`src/rtl/fifo_pkg.sv`:
```
// Shared widths and defaults for the FIFO read-side drain stage.
package fifo_pkg;

    localparam int unsigned DATA_W     = 8;
    localparam int unsigned SKID_DEPTH = 4;
    localparam int unsigned CNT_W      = 16;

    typedef logic [DATA_W-1:0] data_t;

endpackage

```
`src/rtl/fifo_rd_stream_if.sv`:
```
// FIFO read port plus valid/ready output stream of the drain stage.
interface fifo_rd_stream_if #(
    parameter int unsigned DATA_W = fifo_pkg::DATA_W
);
    logic              fifo_empty;
    logic              fifo_pop;
    logic [DATA_W-1:0] fifo_data;
    logic              m_valid;
    logic              m_ready;
    logic [DATA_W-1:0] m_data;

    // master: the drain stage (pops the FIFO, sources the stream)
    modport master (
        input  fifo_empty, fifo_data, m_ready,
        output fifo_pop, m_valid, m_data
    );

    modport slave (
        output fifo_empty, fifo_data, m_ready,
        input  fifo_pop, m_valid, m_data
    );
endinterface

```
`src/rtl/fifo_rd_stream_skid_buf.sv`:
```
// Small circular skid buffer: write side fed by FIFO read data, read side is valid/ready.
module skid_buf #(
    parameter  int unsigned DATA_W     = fifo_pkg::DATA_W,
    parameter  int unsigned SKID_DEPTH = fifo_pkg::SKID_DEPTH,
    localparam int unsigned AW         = $clog2(SKID_DEPTH)
) (
    input  logic              clk,
    input  logic              rst_n,
    input  logic              wr_en,
    input  logic [DATA_W-1:0] wr_data,
    input  logic              rd_ready,
    output logic              rd_valid,
    output logic [DATA_W-1:0] rd_data,
    output logic              fire,
    output logic [AW:0]       count
);

    logic [DATA_W-1:0] mem [SKID_DEPTH];
    logic [AW-1:0]     wr_ptr;
    logic [AW-1:0]     rd_ptr;

    assign rd_valid = (count != '0);
    assign rd_data  = mem[rd_ptr];
    assign fire     = rd_valid && rd_ready;

    always_ff @(posedge clk) begin
        if (!rst_n) begin
            mem    <= '{default: '0};
            wr_ptr <= '0;
            rd_ptr <= '0;
            count  <= '0;
        end else begin
            if (wr_en) begin
                mem[wr_ptr] <= wr_data;
                wr_ptr      <= wr_ptr + AW'(1);
            end
            if (fire) begin
                rd_ptr <= rd_ptr + AW'(1);
            end
            // simultaneous write and fire leave the occupancy unchanged
            case ({wr_en, fire})
                2'b10:   count <= count + (AW+1)'(1);
                2'b01:   count <= count - (AW+1)'(1);
                default: ;
            endcase
        end
    end

endmodule

```
`src/rtl/fifo_rd_stream.sv`:
```
// Read-domain drain stage: pops the async FIFO ahead of demand and streams words out
// through a skid buffer; also keeps a saturating delivered-word counter.
module fifo_rd_stream #(
    parameter int unsigned DATA_W     = fifo_pkg::DATA_W,
    parameter int unsigned SKID_DEPTH = fifo_pkg::SKID_DEPTH,
    parameter int unsigned CNT_W      = fifo_pkg::CNT_W
) (
    input  logic             rdclk,
    input  logic             rd_rst,
    fifo_rd_stream_if.master bus,
    input  logic             clr_cnt,
    output logic [CNT_W-1:0] word_cnt,
    output logic             busy
);

    localparam int unsigned AW      = $clog2(SKID_DEPTH);
    localparam logic [AW:0] DEPTH_C = (AW+1)'(SKID_DEPTH);

    logic        inflight;
    logic        fire;
    logic [AW:0] count;
    logic [AW:0] occ;

    // Words already buffered plus the one returning this cycle must leave room,
    // so pop never depends on m_ready.
    assign occ = count + {{AW{1'b0}}, inflight};

    always_comb begin
        bus.fifo_pop = rd_rst && !bus.fifo_empty && (occ < DEPTH_C);
    end

    always_ff @(posedge rdclk) begin
        if (!rd_rst) begin
            inflight <= 1'b0;
        end else begin
            inflight <= bus.fifo_pop;
        end
    end

    skid_buf #(
        .DATA_W     (DATA_W),
        .SKID_DEPTH (SKID_DEPTH)
    ) u_skid (
        .clk      (rdclk),
        .rst_n    (rd_rst),
        .wr_en    (inflight),
        .wr_data  (bus.fifo_data),
        .rd_ready (bus.m_ready),
        .rd_valid (bus.m_valid),
        .rd_data  (bus.m_data),
        .fire     (fire),
        .count    (count)
    );

    // clear takes priority, so a fire in the clear cycle is not counted
    always_ff @(posedge rdclk) begin
        if (!rd_rst || clr_cnt) begin
            word_cnt <= '0;
        end else if (fire && (word_cnt != '1)) begin
            word_cnt <= word_cnt + CNT_W'(1);
        end
    end

    assign busy = (count != '0) || inflight;

endmodule
```
`src/flat_wrapper.sv`:
```
// flat-port wrapper written by rule: the top's interface ports become plain ports
module fifo_rd_stream_flat 
#(
    parameter int unsigned DATA_W     = fifo_pkg::DATA_W,
    parameter int unsigned SKID_DEPTH = fifo_pkg::SKID_DEPTH,
    parameter int unsigned CNT_W      = fifo_pkg::CNT_W
)
  (rdclk, rd_rst, clr_cnt, word_cnt, busy, bus_fifo_empty, bus_fifo_data, bus_m_ready, bus_fifo_pop, bus_m_valid, bus_m_data);
  fifo_rd_stream_if #(.DATA_W(DATA_W)) bus_i ();
  input  logic rdclk;
  input  logic rd_rst;
  input  logic clr_cnt;
  output logic [CNT_W-1:0] word_cnt;
  output logic busy;
  input wire logic [$bits(bus_i.fifo_empty)-1:0] bus_fifo_empty;
  input wire logic [$bits(bus_i.fifo_data)-1:0] bus_fifo_data;
  input wire logic [$bits(bus_i.m_ready)-1:0] bus_m_ready;
  output wire logic [$bits(bus_i.fifo_pop)-1:0] bus_fifo_pop;
  output wire logic [$bits(bus_i.m_valid)-1:0] bus_m_valid;
  output wire logic [$bits(bus_i.m_data)-1:0] bus_m_data;
  assign bus_i.fifo_empty = bus_fifo_empty;
  assign bus_i.fifo_data = bus_fifo_data;
  assign bus_i.m_ready = bus_m_ready;
  assign bus_fifo_pop = bus_i.fifo_pop;
  assign bus_m_valid = bus_i.m_valid;
  assign bus_m_data = bus_i.m_data;
  fifo_rd_stream #(.DATA_W(DATA_W), .SKID_DEPTH(SKID_DEPTH), .CNT_W(CNT_W)) u_core (.rdclk(rdclk), .rd_rst(rd_rst), .bus(bus_i), .clr_cnt(clr_cnt), .word_cnt(word_cnt), .busy(busy));
endmodule
```
`config.mk`:
```
export PLATFORM = sky130hd
export DESIGN_NAME = fifo_rd_stream_flat
export DESIGN_NICKNAME = d
export VERILOG_FILES = /design/src/rtl/fifo_pkg.sv /design/src/rtl/fifo_rd_stream_if.sv /design/src/rtl/fifo_rd_stream_skid_buf.sv /design/src/rtl/fifo_rd_stream.sv /design/src/flat_wrapper.sv
export SDC_FILE = /design/constraint.sdc
export NUM_CORES = 1
export LEC_CHECK = 0
export CORE_UTILIZATION = 50
export CTS_CLUSTER_SIZE = 40
export DETAILED_ROUTE_END_ITERATION = 8
export PLACE_DENSITY = 0.7
export SYNTH_ARGS = -nofsm -noshare
export SYNTH_HDL_FRONTEND = slang
export SYNTH_SLANG_ARGS = --single-unit
```
`constraint.sdc`:
```
create_clock -name rdclk -period 3.31 [get_ports rdclk]
set_input_delay 0.4965 -clock rdclk [delete_from_list [all_inputs] [get_ports rdclk]]
set_output_delay 0.4965 -clock rdclk [all_outputs]
set_load 0.05 [all_outputs]
```
==> results.md, run 1 <==
- In this run the worst path has a maximum fanout of 9.
- In this run the tool buffered the top-level ports with 39 buffer cells.
- The total overflow reported by the global router is 0.
- Synthesis produced a netlist whose cell count is 307.
- The total count of max-transition violations in the final report is 0.
- The post-synthesis net count is 327.
- At the pin with the least slew margin, the transition time is 629.2 ps.
- The average via count per standard cell is 5.758.
- The number of buffers inserted to repair setup after CTS is 0.
- Setup repair after global routing left no endpoint under its margin.
- The signed area change from the synthesized netlist to the final layout is 18.68%.
- The run finished with clean final reports.
- The area fraction of the dominant cell type after synthesis is 40.63%.
- The mux contribution to synthesized area is 7.619%.
- Sequential cells were found to cover 40.63% of the synthesized design area.
- 40 I/O pins were placed.
- The most critical setup path has its startpoint at u_core.u_skid.rd_ptr[1].
- In this run the most critical hold path is launched from u_core.u_skid.mem[3].
- From bottom edge to top edge, the die measures 76.28 um.
- The detail route stage leaves a number of antenna-violating nets equal to 0.
- The remaining routing DRC violations is 0.
- The signal on the critical path passes through mux4_2 -> clkdlybuf4s50_1.
- The longest clock path from root to sink contains 2 buffers.
- STA classifies the critical path endpoint as a primary output.
- The count of H-tree levels built during CTS is 2.
- Leaving out filler cells and counting taps, the final layout contains 409.
- Summing the areas of all xor and xnor instances in the mapped netlist gives 1.905% of the synthesized area.
- The cell taking the most area after synthesis is dfxtp_1.
- The startpoint kind of the worst setup timing path is a flop.
- The synthesized netlist devotes 25.40% of its cell area to simple gates.
- Setup violations remaining at the end of the flow were counted as 0.
- The worst register-to-register path begins at u_core.u_skid.count[0].
- The number of vias in the routed layout is 2,355.
- The overall routing resource usage is 21.88%.
- The number of warnings printed during yosys synthesis is 0.
- The wire-length estimate of the detail-placed layout is 4.265 mm.
- The delay of the slowest cell on the worst path is 710 ps.
- The post-synth design cell area is 2759 sq um.
- Cells fill 62.91% of the core in the end.
- At the end of routability-driven placement, the weighted congestion stood at 0.7702.
- The fraction of registers with async set or reset after synthesis is 0%.
- Across the routed clock network, the largest skew measured is 14.32 ps.
- The adder and majority gate portion of the synthesized area is 3.447%.
- The number of buffers created by CTS is 5.
- The number of hold violations in the final report is 0.
- The number of antenna violations at the first check in global routing is 0.
- The final period demand of the worst path is 2823 ps.
- Once layout is done, the placed cells without fillers occupy 3274 sq um.
- The slowest stage of the critical path is the dfxtp_1 cell.
- The worst-case headroom to the max-slew limit is 57.67%.
- The global-route wire length before repair is 10.27 mm.
- The total wirelength of the detailed-routed design is 6.235 mm.
- The min-delay analysis places its worst path in the category reg -> reg.
- The total of fill cells in the finished design is 452.
- The number of hold buffers added after cts is 0.
- The fraction of the mapped netlist area in compound gates is 16.92%.
- The type of the worst setup path is reg -> out.
- Dividing the detail-routed wire length by the instance count gives 15.24 um.
- The setup TNS is 0 ps.
- VDD sags by at most 0.4985 mV.
- In the synthesized netlist the dominant register cell turns out to be dfxtp_1.
- The diode insertion count for antenna repair is 0.
- The main combinational cell family by area after synthesis is simple AND/OR/NAND/NOR gates.
- The clock drives 56 sinks.
- The final clock period utilization by the worst path is 85.27%.
- The core area is 5205 sq um.
- The first routing iteration left 190 violations.
- The power density over cell area is 507.3 nW/um^2.
- The number of gates resized after CTS was 0.
- The leakage power summed over all cells is 1.002 nW.
- The number of cell rows is 26.
- By area the synthesized netlist is led by dfxtp_1 (41%), a21boi_0 (9.0%), nand2_1 (6.7%).
- The iteration count of the initial detailed-routing pass is 4.
- The number of global-route vias before repair is 2,102.
- Of the cells placed in the final design, the portion with a size suffix greater than 1 is 7.965%.
- The pin count of the biggest net entering global routing is 41.
- Synthesis instantiated 42 different standard cells from the library.
- The data arrival time of the critical path is 2330 ps.
- The number of nets at the end of the flow is 358.
- Static timing analysis puts the maximum clock frequency at 0.3543 GHz.
- The TritonCTS clock tree is built.
- The count of state elements after synthesis is 56.
- The floorplan step set the die width to 76.28 um.
- The number of max-cap violations is 0.
- The clock transition at the registers of the reported paths is 110 ps.
- The worst-skew pair later-pin latency is 320 ps.
- The die covers 5819 sq um.
- The tree is rooted in a clkbuf_8.
- For this configuration, the core starts out at a cell density of 53.00%.
- The placed instance area is 3178 sq um.
- The number of cells after detailed placement is 401.
- The number of flops mapped to enable cells by yosys is 0.
- The average size of a mapped cell is 8.987 sq um.
- At the worst endpoint, the required time is 2810 ps.
-- through the flow --
stage	hold slack, ps	power [mW]	setup WS [ps]
floorplan	440.2	1.126	937.6
global placement	448.7	1.266	788.9
detailed placement	456.9	1.277	728.3
CTS	472.0	1.673	447.7
global route	489.8	1.752	382.1
finish	467.1	1.661	487.4
-- final cells by class --
class / instances / area [sq um] / share of cell area, %
clock inverter: 2 / 13.76 / 0.4203
multi-input combinational: 224 / 1525 / 46.58
inverter: 9 / 33.78 / 1.032
timing repair buffer: 42 / 410.4 / 12.53
tap: 70 / 87.58 / 2.675
clock buffer: 6 / 82.58 / 2.522
sequential: 56 / 1121 / 34.24
-- power by group --
group          switching, mW  internal (mW)
registers             0.0590          0.713
clock network          0.229          0.172
logic                  0.290          0.199
-- synth_stat cells, types with 7 or more instances --
| master | n |
|---|---|
| mux4_2 | 8 |
| nand2_1 | 49 |
| nand3_1 | 36 |
| clkbuf_1 | 12 |
| a21boi_0 | 33 |
| dfxtp_1 | 56 |
| o21ai_0 | 7 |
| a21oi_1 | 12 |
| inv_1 | 8 |
-- layer usage --
metal / wire length [um] / up-vias / GRT usage, %
met4: 43 / 0 / 5.000
met1: 2970 / 1138 / 32.40
li1: - / 1164 / -
met5: 0 / - / 0
met2: 2943 / 48 / 33.06
met3: 278 / 5 / 3.832
-- cells in the final DEF, fill, tap and decap left out, types with 3 or more instances in the layout --
cell type	count
a21boi_0	33
a21oi_1	12
and2_1	5
and4_1	3
buf_4	4
clkbuf_8	6
clkdlybuf4s50_1	38
dfxtp_1	56
ha_1	6
inv_1	8
mux2i_1	3
mux4_2	8
nand2_1	49
nand2b_1	4
nand3_1	36
nand4_1	6
nor2_1	3
nor3_1	4
nor4_1	3
o21ai_0	7
o31ai_1	6
or3_1	6
or4_1	6
xnor2_1	4
-- flip-flops by register name, summed over array words and instances, names as in the netlist --
register	cells
u_core.u_skid.mem	32
u_core.word_cnt	16
u_core.u_skid.count	3
u_core.u_skid.rd_ptr	2
u_core.u_skid.wr_ptr	2
u_core.inflight	1
-- logic make-up (layout without fill, tap and decap cells) --
kind of cell | Yosys count | after routing
and+or+nand+nor | 135 | 135
AOI/OAI and AO/OA | 65 | 65
DFF | 56 | 56
buffers and inverters | 27 | 59
muxes | 11 | 11
adders and majority gates | 7 | 7
xor gates and xnor gates | 6 | 6
-- worst paths after layout --
path | to | slack [ps] | depth (start not counted)
setup / recovery | bus_m_data[0] | 490 | 2
hold / removal | u_core.u_skid.mem[3] | 470 | 2
setup reg to reg | u_core.u_skid.count[2] | 1240 | 8
hold reg to reg | u_core.u_skid.mem[3] | 470 | 2
-- critical path: cells and delay by family (launching register included) --
| kind | cells | cell delay (ps) |
|---|---|---|
| muxes | 1 | 590 |
| buffers and inverters | 1 | 710 |
| DFF | 1 | 710 |
No activity file was read; power rests on OpenSTA's default activity.
==> inputs of run 2 (changes only) <==
Settings changed: ABC_AREA set to 1, CELL_PAD_IN_SITES_DETAIL_PLACEMENT set to 1, CELL_PAD_IN_SITES_GLOBAL_PLACEMENT set to 1, CORE_MARGIN set to 10, CORE_UTILIZATION 50 to 41, PLACE_DENSITY 0.7 to 0.8.
==> run 2 against run 1 <==
- core utilization shrank 11 points
- synthesized cell count is 29% higher
- clock-buffer cell count shrank 1
- hold slack improved by 18 ps
- first-iteration DRC count shrank 68%
==> results.md, run 2 <==
- The sequential fraction of the synthesis area is 40.95% (was 40.63%).
- The initial standard-cell utilization of the core is 42.63% (was 53.00%).
- The TritonCTS clock tree is built (unchanged).
- The global placer's final weighted congestion came to 0.8045 (was 0.7702).
- The type of element capturing the critical path is a primary output (unchanged).
- The cell taking the most area after synthesis was dfxtp_1 (unchanged).
- The startpoint kind of the worst setup timing path is a flop (unchanged).
- The clock network fraction of total power came to 24.9% (was 24.1%).
- The core area came to 6422 sq um (was 5205 sq um).
- The number of warnings printed during yosys synthesis is 0 (unchanged).
- Cell types with the largest area share after synthesis: dfxtp_1 (41%), nor2_1 (16%), o21ai_0 (11%) (was dfxtp_1 (41%), a21boi_0 (9.0%), nand2_1 (6.7%)).
- The worst reg-to-reg path cell count is 11 (was 8).
- The leakage power summed over all cells is 1.274 nW (was 1.002 nW).
- The routed length per instance was 15.80 um (was 15.24 um).
- The ratio of cells with drive above 1 in the final layout is 7.780% (was 7.965%).
- The type of the worst setup path is reg -> out (unchanged).
- The transition time at the pin with the least slew margin is 540.8 ps (was 629.2 ps).
- The number of nets at the end of the flow is 457 (was 358).
- The number of flops mapped to enable cells by yosys is 0 (unchanged).
- The number of DRC markers in iteration 0 is 60 (was 190).
- The busiest layer in global routing is met2 (unchanged).
- The total overflow reported by the global router is 0 (unchanged).
- The number of buffers created by CTS is 5 (unchanged).
- The maximum clock path buffer count is 2 (unchanged).
- Critical Path, Cell by Cell: inv_1 -> o21ai_0 -> o22ai_1 -> clkdlybuf4s50_1 (was mux4_2 -> clkdlybuf4s50_1).
- The worst-skew pair later-pin latency is 310 ps (was 320 ps).
- The number of buffers inserted to repair setup after CTS is 0 (unchanged).
- Top Registers: u_core.u_skid.mem x32, u_core.word_cnt x16, u_core.u_skid.count x3 (unchanged).
- The number of max-cap violations is 0 (unchanged).
- The worst-case register-to-register setup slack is 1120 ps (was 1240 ps).
- The detailed placer's ending HPWL is 5.880 mm (was 4.265 mm).
- The dominant register cell in the synthesized netlist is dfxtp_1 (unchanged).
- The count of final setup violators is 0 (unchanged).
- The delay of the slowest cell on the worst path was 840 ps (was 710 ps).
- The register with the most flip-flops is u_core.u_skid.mem (unchanged).
- The cell-internal power is 1.280 mW (was 1.084 mW).
- The global-route track usage on met1 is 18.05% (was 32.40%).
- The leading cell type in the layout, fill and taps excluded was nor2_1 (was dfxtp_1).
- The number of hold buffers added after cts is 0 (unchanged).
- The number of cell rows is 29 (was 26).
- The synthesized instance count is 397 (was 307).
- The number of global-route vias before repair is 2,864 (was 2,102).
- The worst-case clock skew is 7.258 ps (was 14.32 ps).
- The total wirelength of the detailed-routed design is 8.123 mm (was 6.235 mm).
- The total area of multi-input combinational cells is 1459 sq um (was 1525 sq um).
- The remaining routing DRC violations is 0 (unchanged).
- The final period demand of the worst path was 2689 ps (was 2823 ps).
- The setup TNS came to 0 ps (unchanged).
- The root buffer cell was clkbuf_8 (unchanged).
- The number of top-level pins came to 40 (unchanged).
- The die boundary width is 101.7 um (was 76.28 um).
- The fraction of registers with async set or reset after synthesis is 0% (unchanged).
- The average via count per standard cell is 5.259 (was 5.758).
- The number of hold violations in the final report is 0 (unchanged).
- The capture point of the worst reg-to-reg path is u_core.u_skid.count[2] (unchanged).
- The worst ir drop on vdd came to 0.2744 mV (was 0.4985 mV).
- The worst hold path startpoint was u_core.u_skid.mem[22] (was u_core.u_skid.mem[3]).
- The TritonCTS sink count is 56 (unchanged).
- The average size of a mapped cell is 6.896 sq um (was 8.987 sq um).
- The maximum clock frequency is 0.3719 GHz (was 0.3543 GHz).
- The net switching component of the power is 0.8282 mW (was 0.5774 mW).
- The power density over cell area is 630.9 nW/um^2 (was 507.3 nW/um^2).
- The count of state elements after synthesis is 56 (unchanged).
- The met2 demand-to-capacity share in global routing is 30.52% (was 33.06%).
- The area fraction of the dominant cell type after synthesis is 40.95% (was 40.63%).
- The post-synthesis net count is 417 (was 327).
- Outcome: completed (unchanged).
- The overall routing resource usage is 16.45% (was 21.88%).
- The worst hold path stage count is 2 (unchanged).
- Most frequent cells in the layout: nor2_1 (117), o21ai_0 (59), dfxtp_1 (56), nand2_1 (48), clkdlybuf4s50_1 (38) (was dfxtp_1 (56), nand2_1 (49), clkdlybuf4s50_1 (38), nand3_1 (36), a21boi_0 (33)).
- The number of antenna violations at the first check in global routing came to 0 (unchanged).
- The worst hold path endpoint is u_core.u_skid.mem[22] (was u_core.u_skid.mem[3]).
- The count of unique library cells instantiated by Yosys is 27 (was 42).
- The global-route wire length before repair came to 13.72 mm (was 10.27 mm).
- The pin count of the biggest net entering global routing is 40 (was 41).
- The number of vias in the routed layout came to 2,703 (was 2,355).
- The remaining number of nets flagged by the antenna check after routing is 0 (unchanged).
- The switching power as a share of total power is 39.29% (was 34.76%).
- The part of the total power dissipated in sequential elements is 36.4% (was 46.5%).
- The combinational power share is 38.7% (was 29.4%).
- The met3 usage in global routing is 3.676% (was 3.832%).
- The maximum fanout along the worst path came to 17 (was 9).
- Most frequent cells after synthesis: nor2_1 (117), o21ai_0 (59), dfxtp_1 (56) (was dfxtp_1 (56), nand2_1 (49), nand3_1 (36)).
- The path category of the worst min-delay check was reg -> reg (unchanged).
- The required time at the worst-slack endpoint is 2810 ps (about the same).
- The count of instances resized after the clock tree is built is 0 (unchanged).
- The post-synth design cell area was 2738 sq um (was 2759 sq um).
- The iteration count of the initial detailed-routing pass is 4 (unchanged).
- The count of H-tree levels built during CTS is 2 (unchanged).
- The total count of max-transition violations in the final report is 0 (unchanged).
- The clock transition at the registers of the reported paths was 100 ps (was 110 ps).
- The diode insertion count for antenna repair is 0 (unchanged).
- The flip-flop and latch area was 1121 sq um (unchanged).
- The launch point of the worst reg-to-reg path is u_core.u_skid.count[0] (unchanged).
- The data arrival time of the critical path was 2190 ps (was 2330 ps).
- The leading cell type by number of instances after synthesis is nor2_1 (was dfxtp_1).
- The worst-case headroom to the max-slew limit is 63.91% (was 57.67%).
- The signed area change from the synthesized netlist to the final layout is 22.03% (was 18.68%).
- The critical-path cell with the highest stage delay is clkdlybuf4s50_1 (was dfxtp_1).
- The worst hold slack is 485.4 ps (was 467.1 ps).
- The total die area was 10,350 sq um (was 5819 sq um).
- The count of buffers from port buffering is 39 (unchanged).
- The total of fill cells in the finished design is 840 (was 452).
- The final clock period utilization by the worst path is 81.24% (was 85.27%).
- The flip-flop count of the largest register, all copies and words added was 32 (unchanged).
- The utilization after layout is 52.02% (was 62.91%).
- The height of the die was 101.7 um (was 76.28 um).
- Unrepaired setup endpoints after global routing: false (unchanged).
## run 2: cell count changes after synthesis, sizes merged, moves of 6 or more
cell    previous run  this run
nand3             36        16
o31ai              7         0
nor2               3       129
o22ai              0         8
clkbuf            12         5
o21ai              8        60
a21boi            33         2
or3                6         0
mux4               8         0
or4                6         0
inv                9        30
## run 2: cells by family after synthesis
kind of cell	count (synthesis)	share of synthesized area (%)
flip-flops	56	40.95
buffers and inverters	39	5.759
XOR/XNOR	1	0.3200
adder cells (fa/ha/maj)	7	3.473
AND/OR/NAND/NOR	207	33.04
AO/OA/AOI/OAI	87	16.45
## run 2: through the flow
step                instance area, sq um  setup WS, ps  cells  power [mW]
floorplan                           2738          1209    397       1.344
CTS                                 3341         596.4    514       2.132
detailed placement                  3212         743.7    507       1.607
global route                        3341         410.9    514       2.244
global placement                    3212         884.7    507       1.587
finish                              3341         621.0    514       2.108
## run 2: power groups by stage
stage                     combinational, mW  sequential [mW]  clock [mW]
after floorplan                       0.560            0.784           0
after global placement                0.806            0.781           0
after detailed placement              0.823            0.783           0
after CTS                             0.827            0.768       0.536
after global routing                  0.896            0.778       0.570
final                                 0.815            0.768       0.524
## run 2: metal layers
layer,routed length (um),up-vias
li1,-,1363
met1,3440,1286
met2,4217,43
met3,352,11
met5,0,-
met4,113,0
## run 2: worst max path at each step
stage / start / to / cells after the start
floorplan: u_core.u_skid.count[0] / u_core.u_skid.count[2] / 12
global placement: bus_m_ready / u_core.u_skid.count[2] / 10
detailed placement: bus_m_ready / u_core.u_skid.count[2] / 10
CTS: u_core.u_skid.rd_ptr[0] / bus_m_data[3] / 4
global route: u_core.u_skid.rd_ptr[0] / bus_m_data[0] / 4
finish: u_core.u_skid.rd_ptr[0] / bus_m_data[0] / 4
## run 2: final cells by class
type | count | share of cell area (%)
multi-input cells | 302 | 43.67
flip-flops and latches | 56 | 33.56
repair buffers | 42 | 12.66
inverters | 30 | 3.371
well taps | 77 | 2.884
clock buffers | 5 | 2.060
clock inverters | 2 | 1.798
## run 2: critical path, delay by kind of cell (launching register included)
family	cells	cell delay (ps)
buffers and inverters	2	1240
DFF	1	320
AOI/OAI and AO/OA	2	320
